===== src/rtl/l2_bank_req_decoder.sv =====
// rtl/l2_bank_req_decoder.sv - registered index-to-one-hot request decoder with 2-entry skid buffer
module l2_bank_req_decoder #(
    parameter int SEL_W   = 2,
    parameter int NUM_OUT = 1 << SEL_W,
    parameter int DATA_W  = 32,
    parameter int ERR_W   = 8
) (
    input  logic               clk,
    input  logic               rst,
    input  logic               in_valid,
    output logic               in_ready,
    input  logic [SEL_W-1:0]   in_sel,
    input  logic [DATA_W-1:0]  in_data,
    output logic [NUM_OUT-1:0] out_valid,
    input  logic [NUM_OUT-1:0] out_ready,
    output logic [DATA_W-1:0]  out_data,
    output logic               err_pulse,
    output logic [ERR_W-1:0]   err_cnt
);

    typedef enum logic [1:0] {
        ST_EMPTY = 2'd0,
        ST_ONE   = 2'd1,
        ST_FULL  = 2'd2
    } state_t;

    state_t             state_q, state_d;
    // head_onehot_q is kept all-zero whenever the head entry is invalid,
    // so it doubles as the registered out_valid vector.
    logic [NUM_OUT-1:0] head_onehot_q, head_onehot_d;
    logic [DATA_W-1:0]  head_data_q, head_data_d;
    logic [NUM_OUT-1:0] skid_onehot_q, skid_onehot_d;
    logic [DATA_W-1:0]  skid_data_q, skid_data_d;
    logic               err_pulse_q, err_pulse_d;
    logic [ERR_W-1:0]   err_cnt_q, err_cnt_d;

    logic               sel_ok;
    logic [NUM_OUT-1:0] in_onehot;
    logic               acc;
    logic               enq;
    logic               drop;
    logic               fire;

    // Upstream ready depends only on registered state (and reset), never on out_ready.
    assign in_ready  = ~rst & (state_q != ST_FULL);

    assign out_valid = head_onehot_q;
    assign out_data  = head_data_q;
    assign err_pulse = err_pulse_q;
    assign err_cnt   = err_cnt_q;

    // Handshake decode: range check, one-hot conversion, accept and fire.
    always_comb begin
        sel_ok    = (32'(in_sel) < NUM_OUT);
        in_onehot = NUM_OUT'(1) << in_sel;
        acc       = in_valid & in_ready;
        enq       = acc & sel_ok;
        drop      = acc & ~sel_ok;
        // Only the selected target's ready can complete the transfer.
        fire      = |(head_onehot_q & out_ready);
    end

    // Next-state for the buffer FSM, payload entries and the drop counter.
    always_comb begin
        state_d       = state_q;
        head_onehot_d = head_onehot_q;
        head_data_d   = head_data_q;
        skid_onehot_d = skid_onehot_q;
        skid_data_d   = skid_data_q;
        err_pulse_d   = drop;
        err_cnt_d     = err_cnt_q;

        if (drop && (err_cnt_q != {ERR_W{1'b1}})) begin
            err_cnt_d = err_cnt_q + ERR_W'(1);
        end

        case (state_q)
            ST_EMPTY: begin
                if (enq) begin
                    state_d       = ST_ONE;
                    head_onehot_d = in_onehot;
                    head_data_d   = in_data;
                end
            end
            ST_ONE: begin
                if (enq && !fire) begin
                    state_d       = ST_FULL;
                    skid_onehot_d = in_onehot;
                    skid_data_d   = in_data;
                end else if (enq && fire) begin
                    head_onehot_d = in_onehot;
                    head_data_d   = in_data;
                end else if (fire) begin
                    state_d       = ST_EMPTY;
                    head_onehot_d = '0;
                end
            end
            ST_FULL: begin
                // Skid entry moves up only after the head has left: strict FIFO order.
                if (fire) begin
                    state_d       = ST_ONE;
                    head_onehot_d = skid_onehot_q;
                    head_data_d   = skid_data_q;
                    skid_onehot_d = '0;
                end
            end
            default: begin
                state_d       = ST_EMPTY;
                head_onehot_d = '0;
                skid_onehot_d = '0;
            end
        endcase
    end

    // State registers; reset discards both entries immediately.
    always_ff @(posedge clk or posedge rst) begin
        if (rst) begin
            state_q       <= ST_EMPTY;
            head_onehot_q <= '0;
            head_data_q   <= '0;
            skid_onehot_q <= '0;
            skid_data_q   <= '0;
            err_pulse_q   <= 1'b0;
            err_cnt_q     <= '0;
        end else begin
            state_q       <= state_d;
            head_onehot_q <= head_onehot_d;
            head_data_q   <= head_data_d;
            skid_onehot_q <= skid_onehot_d;
            skid_data_q   <= skid_data_d;
            err_pulse_q   <= err_pulse_d;
            err_cnt_q     <= err_cnt_d;
        end
    end

endmodule


===== config.mk =====
export PLATFORM = sky130hd
export DESIGN_NAME = l2_bank_req_decoder
export DESIGN_NICKNAME = d
export VERILOG_FILES = /design/src/rtl/l2_bank_req_decoder.sv
export SDC_FILE = /design/constraint.sdc
export NUM_CORES = 1
export LEC_CHECK = 0
export CELL_PAD_IN_SITES_DETAIL_PLACEMENT = 1
export CELL_PAD_IN_SITES_GLOBAL_PLACEMENT = 1
export CORE_ASPECT_RATIO = 0.8
export CORE_UTILIZATION = 34
export DETAILED_ROUTE_END_ITERATION = 16
export PLACE_DENSITY_LB_ADDON = 0.2
export SYNTH_ARGS = -nofsm -noshare
export SYNTH_HDL_FRONTEND = slang
export SYNTH_SLANG_ARGS = --single-unit

===== constraint.sdc =====
create_clock -name clk -period 2.7 [get_ports clk]
set_input_delay 0.81 -clock clk [delete_from_list [all_inputs] [get_ports clk]]
set_output_delay 0.81 -clock clk [all_outputs]
set_load 0.1 [all_outputs]

==> metrics.md <==
| Metric | Value |
|---|---|
| Status | completed |
| Number of global-route vias before repair | 2,715 |
| Max-cap violation count | 0 |
| Final setup viols | 0 |
| Full die area | 10,500 um^2 |
| Dpl ws | 0.09466 ns |
| Synth unique cells | 32 |
| Ant diodes | 0 |
| Fraction of the mapped netlist area in simple logic gates | 4.849% |
| HP Start | skid_data_q[11]$_DFFE_PP0P_ |
| Post-CTS Hold Fix Bufs | 0 |
| Setup CP Type | in -> out |
| Final core utilization | 47.09% |
| Final ANT Viol Nets | 0 |
| Filler cell count | 1,048 |
| Mean post-synth cell area | 11.63 um^2 |
| Cell Count, Final, Fillers Out | 521 |
| Mux share of post-synthesis cell area | 11.99% |
| Fraction of the cycle the final worst path needs | 94.60% |
| GPL Wtd Cong | 0.7802 |
| Largest family of logic cells by synthesized area | compound AO/OA/AOI/OAI gates |
| Cells after Synth | 295 |
| Worst Hold Path Cells | 1 |
| Final Max Slew Viols | 0 |
| Clk root buf | clkbuf_16 |
| Worst path cell trace | clkdlybuf4s50_1 > nor2_2 > buf_12 |
| Layout net count | 421 |
| Area delta synth->final | 33.50% |
| CTS tree | done |
| Seq cells post-synth | 74 |
| Setup_tns | 0 ns |
| Critical path data arrival time | 1.74 ns |
| Req. time, crit path | 1.89 ns |
| First-pass detailed-route iteration total | 4 |
| Grt total ovfl | 0 |
| Width of the die | 114.3 um |
| Drt wl/cell | 16.17 um |
| Reg-to-reg startpoint | state_q[0]$_DFFE_PP0P_ |
| Met3 wire len | 397 um |
| Gr usage total | 17.52% |
| CTS Buf Count | 9 |
| Postcts setup bufs | 0 |
| Residual DRC | 0 |
| Final worst slack | 0.1458 ns |
| Synth warnings | 0 |
| Clk slew on worst S/H paths | 0.06 ns |
| First-pass GRT wire length | 13.99 mm |
| Critical path's slowest cell | clkdlybuf4s50_1 |
| Total number of vias | 2,598 |
| Synth Area in Compound Gates | 20.27% |
| DR iter-0 viols | 74 |
| Sequential cell area fraction in the yosys report | 53.96% |
| RR Endpoint | out_data[18]$_DFFE_PP0P_ |
| Starting Density | 35.28% |
| Fin. Hold Viols | 0 |
| Worst Skew | 0.004852 ns |
| Critical path's top delay family | buffers and inverters |
| Mapped cell area | 3432 um^2 |
| WL met1 | 4.152 mm |
| DP Wirelength | 5.808 mm |
| Worst Reg-to-Reg Cells | 5 |
| RSZ-0062 raised after global routing | false |
| CORE AREA | 9729 um^2 |
| Initial antenna violation count | 0 |
| IO Port Bufs | 77 |
| R2R Setup Slk | 0.92 ns |
| # resized after CTS | 0 |
| Crit start category | input port |
| H-tree levels | 3 |
| Die height | 91.86 um |
| Max Clock Freq | 391.5 MHz |
| Row count | 32 |
| Largest net degree at the start of global routing | 34 |
| DR vias/cell | 4.987 |
| Hold/Removal Path Class | reg -> reg |
| Tmin final | 2.554 ns |
| Clock buffer depth | 2 |
| Layout cells sized above 1 | 29.61% |
| Highest routed metal layer | met4 |
| Placed cells | 505 |
| I/O pin count | 87 |
| Hold path endpoint | skid_data_q[11]$_DFFE_PP0P_ |
| Critical path endpoint category | output port |
| Routed wire length | 8.426 mm |
| Synth Area in Adders | 0% |
| Max FO, Critical Path | 5 |
| Total clock sinks | 74 |
| CP bufs+invs | 2 |
| DR WL met2 | 3.784 mm |
| Slowest stage delay, CP | 0.53 ns |
| Post-Synth XOR/XNOR Area | 0% |
| Clk Latency, worst-skew pair | 0.34 ns |
## sequential cells by signal, summed over array words and instances, names as in the netlist
signal,count
out_valid,4
out_data,32
skid_data_q,32
skid_onehot_q,4
state_q,2
## per-layer routing
metal	vias to the layer above	track usage, %
met5	-	0
met4	0	6.818
met3	8	4.825
met2	64	25.71
met1	1328	24.44
li1	1198	-
## cell usage in the layout (no fill, tap or decap), types with 8 or more instances in the layout
cell              n
a21oi_2          30
clkbuf_16         9
nand2_1          10
conb_1            9
dfrtp_1          74
o22ai_1          32
clkdlybuf4s50_1  40
buf_4            50
o221ai_1          8
inv_1            34
mux2_1           26
## worst max path at each step
stage	from	to	slack, ns	depth (start not counted)
finish	rst	in_ready	0.15	3
CTS	rst	in_ready	0.14	3
floorplan	rst	out_data[0]$_DFFE_PP0P_	0.008	1
detailed placement	rst	out_data[18]$_DFFE_PP0P_	0.09	6
global route	rst	in_ready	0.09	3
global placement	rst	out_data[18]$_DFFE_PP0P_	0.14	6
## cell families (layout without fill, tap and decap cells)
logic type	after synthesis	in the layout
mux	37	37
compound gates	90	90
flops	74	74
simple gates	31	31
buf+inv	62	144
other cells	1	9
## cells in the mapped netlist
cell type / count / share of area, %
a2111oi_0: 2 / 0.51
o21ai_0: 4 / 0.58
conb_1: 1 / 0.11
dfrtp_1: 74 / 54
mux2_1: 26 / 8.5
o22ai_1: 32 / 5.8
a22oi_4: 2 / 1.2
nand4_1: 1 / 0.18
a41oi_1: 2 / 0.51
nand2b_1: 7 / 1.3
and2_1: 1 / 0.18
nand2_1: 10 / 1.1
nor2_1: 5 / 0.55
buf_2: 5 / 0.73
inv_1: 35 / 3.8
clkbuf_1: 9 / 0.98
nor3b_2: 1 / 0.36
nor2b_1: 3 / 0.55
nand4_2: 1 / 0.36
a21o_1: 1 / 0.22
a31oi_1: 1 / 0.18
a21oi_2: 30 / 7.7
a32oi_1: 1 / 0.26
nor3_1: 2 / 0.29
mux2i_1: 4 / 1.2
a311o_1: 1 / 0.29
o221ai_1: 8 / 2.0
buf_6: 4 / 1.3
buf_4: 9 / 2.0
mux2_2: 7 / 2.3
a21boi_0: 1 / 0.22
a21oi_1: 5 / 0.73
## through the flow
stage	cell area, um^2	hold WS [ns]
6_report	4582	0.4914
5_1_grt	4582	0.5057
4_1_cts	4582	0.4953
3_5_place_dp	4303	0.4826
3_3_place_gp	4303	0.4714
2_1_floorplan	3465	0.4570
## area by class of cell
| cell class | instances | area (um^2) | share of cell area (%) |
|---|---|---|---|
| flip-flops and latches | 74 | 1852 | 40.42 |
| multi-input cells | 167 | 1313 | 28.65 |
| repair buffers | 93 | 835.8 | 18.24 |
| clock buffers | 10 | 239.0 | 5.216 |
| well taps | 136 | 170.2 | 3.714 |
| inverters | 35 | 132.6 | 2.895 |
| clock inverters | 6 | 40.04 | 0.8738 |
## worst register-to-register path: cells and delay by family (launching register included)
family | cells | cell delay (ns)
AO/OA/AOI/OAI | 2 | 0.44
flip-flops | 1 | 0.50
AND/OR/NAND/NOR | 2 | 0.54
buffers and inverters | 1 | 0.23
Power is left out: the tool's default activity adds up to more than one toggle a clock period on the data nets, which glitch-free logic cannot reach.
